<file path="config.mk">
export PLATFORM = sky130hd
export DESIGN_NAME = sim_mem_bridge
export DESIGN_NICKNAME = d
export VERILOG_FILES = /design/src/rtl/sim_mem_pkg.sv /design/src/rtl/sim_mem_rsp_fifo.sv /design/src/rtl/sim_mem_bridge.sv
export SDC_FILE = /design/constraint.sdc
export NUM_CORES = 1
export LEC_CHECK = 0
export ABC_AREA = 1
export CAP_MARGIN = 30
export CORE_MARGIN = 10
export CORE_UTILIZATION = 40
export DETAILED_ROUTE_END_ITERATION = 8
export PLACE_DENSITY_LB_ADDON = 0.25
export SETUP_SLACK_MARGIN = 0.02
export SLEW_MARGIN = 15
export SYNTH_ARGS = -nofsm -noshare
export SYNTH_HDL_FRONTEND = slang
export SYNTH_HIERARCHICAL = 1
export SYNTH_SLANG_ARGS = --single-unit
</file>
<file path="constraint.sdc">
create_clock -name clock -period 5.9 [get_ports clock]
set_input_delay 1.18 -clock clock [delete_from_list [all_inputs] [get_ports clock]]
set_output_delay 1.18 -clock clock [all_outputs]
set_load 0.005 [all_outputs]
</file>
<file path="src/rtl/sim_mem_pkg.sv">
// Shared constants, pipeline entry type and helper functions for the
// simulation-only memory bridge in front of RAMHelper.
package sim_mem_pkg;

   localparam int          WORD_W            = 64;
   localparam int          WORD_BYTES        = 8;
   localparam int          CH_MAX_W          = 3;
   localparam logic [63:0] DEFAULT_BASE_ADDR = 64'h0000_0000_8000_0000;

   typedef struct packed {
      logic                valid;
      logic [CH_MAX_W-1:0] ch;
      logic [2:0]          off;
      logic [WORD_W-1:0]   data;
   } pipe_entry_t;

   localparam pipe_entry_t PIPE_IDLE = {(1 + CH_MAX_W + 3 + WORD_W){1'b0}};

   function automatic int ch_id_w(input int n);
      return (n > 1) ? $clog2(n) : 1;
   endfunction

   function automatic logic [WORD_W-1:0] expand_strb(input logic [WORD_BYTES-1:0] strb);
      logic [WORD_W-1:0] mask;
      mask = {WORD_W{1'b0}};
      for (int b = 0; b < WORD_BYTES; b++) begin
         mask[b*8 +: 8] = {8{strb[b]}};
      end
      return mask;
   endfunction

endpackage

</file>
<file path="src/rtl/sim_mem_rsp_fifo.sv">
// Per-channel synchronous response FIFO; the head is presented combinationally
// and reads as zero while the FIFO is empty.
module sim_mem_rsp_fifo_chk (
   input logic clock,
   input logic reset,
   input logic push,
   input logic full
);
   // Upstream credits must make a push into a full FIFO impossible.
   assert property (@(posedge clock) disable iff (reset) !(push && full));
endmodule

module sim_mem_rsp_fifo #(
   parameter int  DEPTH = 4,
   parameter int  WIDTH = 64,
   localparam int CNT_W = $clog2(DEPTH + 1)
) (
   input  logic             clock,
   input  logic             reset,
   input  logic             push,
   input  logic [WIDTH-1:0] push_data,
   input  logic             pop,
   output logic [WIDTH-1:0] head_data,
   output logic [CNT_W-1:0] count
);
   localparam int               PTR_W    = $clog2(DEPTH);
   localparam logic [CNT_W-1:0] FULL_CNT = CNT_W'(DEPTH);

   logic [WIDTH-1:0] mem_r [DEPTH];
   logic [PTR_W-1:0] wr_ptr_r;
   logic [PTR_W-1:0] rd_ptr_r;
   logic [CNT_W-1:0] count_r;
   logic             full_s;
   logic             push_ok_s;
   logic             pop_ok_s;

   assign full_s    = (count_r == FULL_CNT);
   assign push_ok_s = push && !full_s;
   assign pop_ok_s  = pop && (count_r != {CNT_W{1'b0}});
   assign count     = count_r;
   assign head_data = (count_r != {CNT_W{1'b0}}) ? mem_r[rd_ptr_r] : {WIDTH{1'b0}};

   // Storage array, written at the tail.
   always_ff @(posedge clock) begin
      if (push_ok_s) begin
         mem_r[wr_ptr_r] <= push_data;
      end
   end

   // Pointers and occupancy; simultaneous push and pop leave the count unchanged.
   always_ff @(posedge clock or posedge reset) begin
      if (reset) begin
         wr_ptr_r <= {PTR_W{1'b0}};
         rd_ptr_r <= {PTR_W{1'b0}};
         count_r  <= {CNT_W{1'b0}};
      end else begin
         if (push_ok_s) wr_ptr_r <= wr_ptr_r + PTR_W'(1);
         if (pop_ok_s)  rd_ptr_r <= rd_ptr_r + PTR_W'(1);
         case ({push_ok_s, pop_ok_s})
            2'b10:   count_r <= count_r + CNT_W'(1);
            2'b01:   count_r <= count_r - CNT_W'(1);
            default: count_r <= count_r;
         endcase
      end
   end

   sim_mem_rsp_fifo_chk u_chk (
      .clock (clock),
      .reset (reset),
      .push  (push),
      .full  (full_s)
   );

endmodule

</file>
<file path="src/rtl/sim_mem_bridge.sv">
// Round-robin front end sharing one RAMHelper port among NUM_CH cmd/rsp channels,
// with a fixed read latency and credit-limited per-channel response FIFOs.
module sim_mem_bridge
   import sim_mem_pkg::*;
#(
   parameter int          NUM_CH     = 2,
   parameter int          DATA_W     = 64,
   parameter int          IDX_W      = 28,
   parameter logic [63:0] BASE_ADDR  = DEFAULT_BASE_ADDR,
   parameter int          LATENCY    = 1,
   parameter int          RSP_DEPTH  = 4,
   parameter logic [7:0]  ALIGN_MASK = 8'b0000_0001
) (
   input  logic                 clock,
   input  logic                 reset,
   input  logic [NUM_CH-1:0]    cmd_valid,
   output logic [NUM_CH-1:0]    cmd_ready,
   input  logic [NUM_CH*64-1:0] cmd_addr,
   input  logic [NUM_CH-1:0]    cmd_wen,
   input  logic [NUM_CH*64-1:0] cmd_wdata,
   input  logic [NUM_CH*8-1:0]  cmd_wstrb,
   output logic [NUM_CH-1:0]    rsp_valid,
   input  logic [NUM_CH-1:0]    rsp_ready,
   output logic [NUM_CH*64-1:0] rsp_data,
   output logic                 ram_en,
   output logic [IDX_W-1:0]     ram_idx,
   input  logic [DATA_W-1:0]    ram_rdata,
   output logic                 ram_wen,
   output logic [DATA_W-1:0]    ram_wdata,
   output logic [DATA_W-1:0]    ram_wmask
);
   localparam int             CH_W    = ch_id_w(NUM_CH);
   localparam int             CNT_W   = $clog2(RSP_DEPTH + 1);
   localparam logic [CNT_W:0] DEPTH_L = (CNT_W + 1)'(RSP_DEPTH);

   logic [NUM_CH-1:0] elig_s, req_s, grant_s, rd_grant_s, push_s, pop_s;
   logic [CH_W-1:0]   rr_ptr_r, grant_idx_s, rr_next_s;
   logic              grant_any_s;
   logic [CNT_W-1:0]  inflight_r  [NUM_CH];
   logic [CNT_W-1:0]  fifo_cnt_s  [NUM_CH];
   logic [DATA_W-1:0] fifo_head_s [NUM_CH];
   logic [63:0]       sel_addr_s, sel_wdata_s, addr_off_s;
   logic [7:0]        sel_wstrb_s;
   logic              sel_wen_s;
   logic              unused_addr_bits_s;
   pipe_entry_t       sample_s, push_entry_s;
   logic [DATA_W-1:0] push_data_s;

   // Credit check: FIFO occupancy plus reads still in the delay line.
   always_comb begin
      elig_s = {NUM_CH{1'b0}};
      for (int i = 0; i < NUM_CH; i++) begin
         elig_s[i] = cmd_wen[i] ||
                     (({1'b0, fifo_cnt_s[i]} + {1'b0, inflight_r[i]}) < DEPTH_L);
      end
      req_s = cmd_valid & elig_s & {NUM_CH{~reset}};
   end

   // Round-robin pick: first requester at or after rr_ptr, wrapping.
   always_comb begin
      int idx_v;
      grant_any_s = 1'b0;
      grant_idx_s = {CH_W{1'b0}};
      for (int k = 0; k < NUM_CH; k++) begin
         idx_v = int'(rr_ptr_r) + k;
         idx_v = (idx_v >= NUM_CH) ? idx_v - NUM_CH : idx_v;
         if (!grant_any_s && req_s[idx_v]) begin
            grant_any_s = 1'b1;
            grant_idx_s = CH_W'(idx_v);
         end else begin
            grant_any_s = grant_any_s;
         end
      end
   end

   assign grant_s     = grant_any_s ? (NUM_CH'(1) << grant_idx_s) : {NUM_CH{1'b0}};
   assign rd_grant_s  = grant_s & ~cmd_wen;
   assign cmd_ready   = grant_s;
   assign rr_next_s   = (grant_idx_s == CH_W'(NUM_CH - 1)) ? {CH_W{1'b0}}
                                                           : grant_idx_s + CH_W'(1);
   assign sel_addr_s  = cmd_addr[grant_idx_s*64 +: 64];
   assign sel_wdata_s = cmd_wdata[grant_idx_s*64 +: 64];
   assign sel_wstrb_s = cmd_wstrb[grant_idx_s*8 +: 8];
   assign sel_wen_s   = cmd_wen[grant_idx_s];
   assign addr_off_s  = sel_addr_s - BASE_ADDR;
   assign unused_addr_bits_s = ^{addr_off_s[63:IDX_W+3], addr_off_s[2:0]};

   // RAMHelper port is driven only in the grant cycle.
   always_comb begin
      ram_en    = grant_any_s;
      ram_wen   = grant_any_s && sel_wen_s;
      ram_idx   = grant_any_s ? addr_off_s[IDX_W+2:3] : {IDX_W{1'b0}};
      ram_wdata = ram_wen ? sel_wdata_s : {DATA_W{1'b0}};
      ram_wmask = ram_wen ? expand_strb(sel_wstrb_s) : {DATA_W{1'b0}};
   end

   assign sample_s.valid = grant_any_s && !sel_wen_s;
   assign sample_s.ch    = CH_MAX_W'(grant_idx_s);
   assign sample_s.off   = sel_addr_s[2:0];
   assign sample_s.data  = ram_rdata;

   generate
      if (LATENCY == 1) begin : g_lat1
         assign push_entry_s = sample_s;
      end else begin : g_latn
         pipe_entry_t pipe_r [LATENCY-1];
         // Read delay line; a reset drops every in-flight read.
         always_ff @(posedge clock or posedge reset) begin
            if (reset) begin
               for (int k = 0; k < LATENCY - 1; k++) pipe_r[k] <= PIPE_IDLE;
            end else begin
               pipe_r[0] <= sample_s;
               for (int k = 1; k < LATENCY - 1; k++) pipe_r[k] <= pipe_r[k-1];
            end
         end
         assign push_entry_s = pipe_r[LATENCY-2];
      end
   endgenerate

   assign push_data_s = ALIGN_MASK[push_entry_s.ch]
                      ? (push_entry_s.data >> {push_entry_s.off, 3'b000})
                      : push_entry_s.data;

   // Route the delay-line output to its channel FIFO.
   always_comb begin
      push_s = {NUM_CH{1'b0}};
      for (int i = 0; i < NUM_CH; i++) begin
         push_s[i] = push_entry_s.valid && (push_entry_s.ch == CH_MAX_W'(i));
      end
   end

   assign pop_s = rsp_valid & rsp_ready;

   // Arbitration pointer and per-channel in-flight read counts.
   always_ff @(posedge clock or posedge reset) begin
      if (reset) begin
         rr_ptr_r <= {CH_W{1'b0}};
         for (int i = 0; i < NUM_CH; i++) inflight_r[i] <= {CNT_W{1'b0}};
      end else begin
         rr_ptr_r <= grant_any_s ? rr_next_s : rr_ptr_r;
         for (int i = 0; i < NUM_CH; i++) begin
            case ({rd_grant_s[i], push_s[i]})
               2'b10:   inflight_r[i] <= inflight_r[i] + CNT_W'(1);
               2'b01:   inflight_r[i] <= inflight_r[i] - CNT_W'(1);
               default: inflight_r[i] <= inflight_r[i];
            endcase
         end
      end
   end

   for (genvar i = 0; i < NUM_CH; i++) begin : g_ch
      sim_mem_rsp_fifo #(
         .DEPTH (RSP_DEPTH),
         .WIDTH (DATA_W)
      ) u_fifo (
         .clock     (clock),
         .reset     (reset),
         .push      (push_s[i]),
         .push_data (push_data_s),
         .pop       (pop_s[i]),
         .head_data (fifo_head_s[i]),
         .count     (fifo_cnt_s[i])
      );
      assign rsp_valid[i]         = (fifo_cnt_s[i] != {CNT_W{1'b0}});
      assign rsp_data[i*64 +: 64] = fifo_head_s[i];
   end

endmodule

</file>
## Word-level counts from Yosys, hierarchy flattened

Memories as Yosys holds them, arrays and structs flattened.
Index checks and enable logic that the tools add are counted.

| operators by class | value |
|---|---|
| reductions and logical operators | 22 |
| mux-type cells | 32 |
| magnitude comparators | 8 |
| bitwise operators | 6 |
| equal/unequal tests | 10 |
| shifts and indexed selects | 5 |
| add/subtract/negate cells | 19 |

Operators with widths:

| kind | count |
|---|---|
| two-way mux 64 bit | 5 |
| indexed part select 128 x 8 -> 31 bit | 1 |
| indexed part select 128 x 8 -> 64 bit | 1 |
| < comparator 32 x 3 -> 1 bit, second input constant | 2 |
| two-way mux 32 bit | 2 |
| right shift 64 x 6 -> 64 bit | 1 |
| subtractor 31 x 1 -> 31 bit, second input constant | 1 |
| two-way mux 28 bit | 1 |
| one-hot mux 3 bit (2 select lines) | 4 |
| two-way mux 1 bit | 19 |
| indexed part select 16 x 5 -> 8 bit | 1 |
| adder 3 x 1 -> 3 bit, second input constant | 4 |
| subtractor 3 x 1 -> 3 bit, second input constant | 4 |
| logical AND 1 bit | 9 |
| adder 2 x 1 -> 2 bit, second input constant | 4 |
| adder 3 x 3 -> 4 bit | 2 |
| AND 2 bit | 4 |
| equality test 2 x 1 -> 1 bit, second input constant | 4 |
| equality test 2 bit, second input constant | 4 |
| < comparator 4 x 3 -> 1 bit, second input constant | 2 |
| nonzero test 2 bit | 4 |
| equality test 3 bit, second input constant | 2 |
| nonzero test 3 bit | 2 |
| logical NOT 1 bit | 4 |
| other kinds (14) | 15 |

| word-level totals | value |
|---|---|
| bits in registers | 21 |
| RAM bits | 512 |
| input bits | 344 |
| word-level logic and storage cells | 113 |
| output and inout port bits | 290 |
| memories | 2 |

Memory list:

| name | depth | width | rd ports | clocked after Yosys merged registers in | wr ports | RTL line | source |
|---|---|---|---|---|---|---|---|
| g_ch[0].u_fifo.mem_r | 4 | 64 | 1 | 0 | 1 | sim_mem_rsp_fifo.sv:29 | `logic [WIDTH-1:0] mem_r [DEPTH];` |
| g_ch[1].u_fifo.mem_r | 4 | 64 | 1 | 0 | 1 | sim_mem_rsp_fifo.sv:29 |  |

## Longest topological paths before layout

| logic depth | value |
|---|---|
| word-level depth | 20 |
| mapped depth | 19 |
| mapped depth without buffers | 19 |

## Cells and area by module

The synthesis kept the hierarchy.

Modules (own cells, without submodules):

| module | cells an instance | seq. area each (um^2) | instances | area an instance (um^2) |
|---|---|---|---|---|
| sim_mem_rsp_fifo | 1067 | 7862.5 | 2 | 11323.4 |
| sim_mem_bridge | 976 | 175.2 | 1 | 4912.2 |

## Least setup slack after synthesis

Ideal clock, no wire load.

| timing path | value |
|---|---|
| path kind | in2reg |
| start point | in reset |
| end point | mem g_ch[1].u_fifo.mem_r[0][0] (enable) |
| path buffers | 1 |
| arrival time | 5.130 ns |
| setup time | 0.487 ns |
| data required time | 5.413 ns |
| path slack | 0.283 ns |
| stages | 8 |
| cells stage by stage | inv_1 -> nand2_1 -> a21oi_4 -> nand2_2 -> buf_4 -> nor2_2 -> nand2_1 -> nor2_1 |

| between the ends | value |
|---|---|
| longest elaborated chain between the ends | 17 |
| elaborated cells between the ends (all ways) | 22 |
| those cells by class | mux: 14; bitwise: 2; reduce/logical: 6 |

Ends and longest elaborated chain:

| item | RTL line | source |
|---|---|---|
| start: declaration | sim_mem_bridge.sv:15 | `input logic reset,` |
| NOT 1 bit * | sim_mem_bridge.sv:56 | `req_s = cmd_valid & elig_s & {NUM_CH{~reset}};` |
| AND 2 bit * | sim_mem_bridge.sv:56 |  |
| two-way mux 1 bit (not written as such) (3 in a row) | sim_mem_bridge.sv:67 | `if (!grant_any_s && req_s[idx_v]) begin` |
| two-way mux 1 bit | sim_mem_bridge.sv:67 |  |
| logical NOT 1 bit | sim_mem_bridge.sv:67 |  |
| logical AND 1 bit | sim_mem_bridge.sv:67 |  |
| two-way mux 1 bit | sim_mem_bridge.sv:67 |  |
| two-way mux 1 bit (not written as such) (2 in a row) | sim_mem_bridge.sv:84 | `assign sel_wen_s = cmd_wen[grant_idx_s];` |
| logical NOT 1 bit | sim_mem_bridge.sv:97 | `assign sample_s.valid = grant_any_s && !sel_wen_s;` |
| logical AND 1 bit | sim_mem_bridge.sv:97 |  |
| logical AND 1 bit * | sim_mem_bridge.sv:128 | `push_s[i] = push_entry_s.valid && (push_entry_s.ch == CH_MAX_W'(i));` |
| named net push_s[1] | sim_mem_bridge.sv:36 | `logic [NUM_CH-1:0] elig_s, req_s, grant_s, rd_grant_s, push_s, pop_s;` |
| logical AND 1 bit * | sim_mem_rsp_fifo.sv:38 | `assign push_ok_s = push && !full_s;` |
| two-way mux 1 bit * | sim_mem_rsp_fifo.sv:45 | `if (push_ok_s) begin` |
| two-way mux 1 bit (not written as such) * | sim_mem_rsp_fifo.sv:46 | `mem_r[wr_ptr_r] <= push_data;` |
| end: declaration | sim_mem_rsp_fifo.sv:29 |  |

The timed path passes the listed nets; every way through them passes the cells marked *. The select of a mux whose other input is x is not followed.

## Worst setup path after layout

| timing path | value |
|---|---|
| start point | in reset |
| end point | out ram_wmask[48] |

| between the ends | value |
|---|---|
| longest elaborated chain between the ends | 13 |
| elaborated cells between the ends (all ways) | 19 |
| those cells by class | shift: 1; mux: 13; bitwise: 2; reduce/logical: 3 |

Ends and longest elaborated chain:

| item | RTL line | source |
|---|---|---|
| NOT 1 bit * | sim_mem_bridge.sv:56 |  |
| AND 2 bit * | sim_mem_bridge.sv:56 |  |
| parallel branches: the longest is 10 deep, another holds indexed part select 16 x 5 -> 8 bit | - |  |
| two-way mux 64 bit * | sim_mem_bridge.sv:94 | `ram_wmask = ram_wen ? expand_strb(sel_wstrb_s) : {DATA_W{1'b0}};` |
| end: declaration | sim_mem_bridge.sv:30 | `output logic [DATA_W-1:0] ram_wmask` |

Mark *: on every way between the ends. The select of a mux whose other input is x is not followed.

==> results.json <==
{
  "critPathSlowestCell": "clkdlybuf4s50_1",
  "ir_drop_uv": 329,
  "fin_tns_setup_ps": 0,
  "path_clk_slew_ps": 60,
  "gr-usage-all-layers_pct": 24.6,
  "start_util_pct": 40.3,
  "wl_per_cell_um": 22.6,
  "power.density_nw_per_um2": 435,
  "mostFrequentLayoutCells": "870 x nand2_1, 619 x inv_1, 567 x clkdlybuf4s50_1",
  "syn_to_final_growth_pct": 29.0,
  "die-width_um": 282,
  "start_kind": "input pin",
  "avgSynthCellArea_um2": 8.86,
  "htreeDepth": 2,
  "yosysSeqAreaShare_pct": 57.7,
  "port_buffers": 567,
  "hold_viol": 0,
  "setup_ws_ps": 529,
  "cts_resized": 0,
  "cts_root_buf": "clkbuf_16",
  "drive_gt1_share_pct": 5.11,
  "p_sw_share_pct": 37.7,
  "cpMostUsedCell": "inv_1",
  "combPwrFrac_pct": 45.3,
  "dpl.hpwl_mm": 72.7,
  "setup_viol": 0,
  "rows": 96,
  "crit_arrival_ps": 4190,
  "holdPathEnd": "inflight_r[5]",
  "synth_cells": 3110,
  "final_common_cell": "nand2_1",
  "slew_violations": 0,
  "io_pins": 634,
  "synth_seq_cells": 533,
  "leakage_nw": 15.4,
  "status": "finished, final reports clean",
  "reg2reg_to": "g_ch[0].u_fifo/mem_r[3][9]",
  "slew_headroom_pct": 27.7,
  "required_ps": 4720,
  "worst-r2r-cell-count": 12,
  "gp_congestion": 0.927,
  "p_seq_share_pct": 32.4,
  "p_sw_mw": 5.83,
  "synthesis.nets": 3474,
  "cts_setup_buffers": 0,
  "hold_start": "inflight_r[5]",
  "cts_made_buffers": 53,
  "whs_ps": 482,
  "rsz0062_at_grt": "no",
  "critPathCaptureType": "primary output",
  "hp-class": "reg -> reg",
  "num_vias": 22622,
  "worst_slew_pin_slew_ps": 1080,
  "viasPerCell": 5.02,
  "antenna_found_initial": 11,
  "ctsHoldBuffers": 0,
  "fin_crit_ps": 5370,
  "synth.distinct_cells": 32,
  "netlist_area_um2": 27600,
  "grt_max_degree": 107,
  "path_class": "in -> out",
  "rr_startpoint": "inflight_r[1]",
  "n_fill_cell": 6209,
  "cts_tree": "done",
  "fp.coreArea_um2": 68500,
  "clockPowerShare_pct": 22.3,
  "cp_top_family": "buffers and inverters",
  "regArea_um2": 15900,
  "hold_depth": 1,
  "fmax_ghz": 0.186,
  "grt_pass1_vias": 21377,
  "clock_path_buffers": 3,
  "drv_cap": 0,
  "crit_fanout": 55,
  "drc": 0,
  "multi_input_area_um2": 7970,
  "wl_mm": 102,
  "fin_crit_sh_pct": 91.0,
  "dieArea_um2": 79800,
  "firstDrtPassIters": 6,
  "cts_sinks": 533,
  "fin_skew_ps": 13.2,
  "grt_overflow": 0,
  "die_h_um": 282,
  "crit_buf_inv": 7,
  "crit_chain": "clkdlybuf4s50_1 > inv_1 > nand2_1 > a21oi_4 > inv_1 > nand2_1 > inv_1 > nor3_4 > inv_2 > buf_12 > a21oi_1 > clkdlybuf4s50_1",
  "fin_nets": 3942,
  "grt_pass1_wl_mm": 144,
  "clock_latency_ps": 600,
  "ant_nets": 0,
  "yosys_warnings": 6,
  "r2r_setup_slack_ps": 1420,
  "dp_slack_ps": 544,
  "critical_path.max_stage_delay_ps": 630,
  "drt_iter0_drc": 2229,
  "intPower_mw": 9.64
}
[cell type report]
| cell class | instances | area share, % |
|---|---|---|
| Timing Repair Buffer | 640 | 18.0 |
| Clock buffer | 70 | 4.02 |
| Antenna cell | 5 | 0.0352 |
| Clock inverter | 30 | 1.01 |
| Tap cell | 882 | 3.10 |
| Inverter | 629 | 6.67 |
| Multi-Input combinational cell | 1721 | 22.4 |
| Sequential cell | 533 | 44.7 |
[cells by family (layout without fill, tap and decap cells)]
family	after synthesis	in the layout	synth area share (%)
mux	2	2	0.0817
compound gates	290	290	5.80
other cells	0	5	0
fa+ha+maj	20	20	1.02
xor+xnor	8	8	0.254
flops	533	533	57.7
simple gates	1401	1401	21.5
buf+inv	856	1369	13.6
[registers in the layout (all words and copies together), names as in the netlist]
| signal | flops |
|---|---|
| g_ch.u_fifo/mem_r | 512 |
| g_ch.u_fifo/rd_ptr_r | 4 |
| rr_ptr_r | 1 |
| g_ch.u_fifo/count | 6 |
| inflight_r | 6 |
| g_ch.u_fifo/wr_ptr_r | 4 |
[worst max path at each step]
stage	from	endpoint	slack (ps)	depth (start not counted)
detailed placement	reset	ram_wmask[50]	540	12
CTS	reset	ram_wmask[50]	530	12
global route	reset	ram_wmask[50]	250	12
global placement	reset	ram_wmask[19]	630	13
finish	reset	ram_wmask[48]	530	12
floorplan	reset	g_ch[1].u_fifo/mem_r[0][0]	280	8
[stage by stage]
step           power [mW]  utilization [%]  cell area, um2  instances
5_1_grt              16.3             51.9           35600       4507
4_1_cts              15.6             51.8           35500       4498
3_5_place_dp         12.1             49.2           33700       4398
6_report             15.5             51.9           35600       4510
3_3_place_gp         12.0             49.1           33600       4391
2_1_floorplan        8.52                -           27600       3110
[metal layers]
metal / GRT usage, % / wire, um / vias up
met1: 27.8 / 36100 / 10621
met5: 0 / 104 / -
met2: 45.4 / 53800 / 989
li1: - / - / 10862
met4: 7.72 / 3260 / 14
met3: 5.39 / 8580 / 136
[cell usage after synthesis, drive strengths merged]
cell	number	share of area, %
a22o	28	0.89
nand4	2	0.045
inv	628	8.6
ha	16	0.73
xnor2	8	0.25
a21oi	214	3.9
buf	187	4.5
and2	2	0.045
nand2	873	12
clkinv	1	0.014
o22ai	12	0.27
dfrtp	21	1.9
edfxtp	512	56
nor3	1	0.059
nor2	24	0.34
fa	4	0.29
mux2	2	0.082
nand3	497	9.1
or3	2	0.045
o21ai	36	0.71
clkbuf	40	0.54
[power by group through the flow]
stage	logic (mW)	registers, mW	clock network, mW
finish	7.01	5.01	3.45
global route	7.59	5.05	3.66
CTS	7.06	5.01	3.50
detailed placement	7.02	5.09	0
global placement	6.92	5.08	0
floorplan	3.58	4.94	0
No activity file was read; power rests on OpenSTA's default activity.
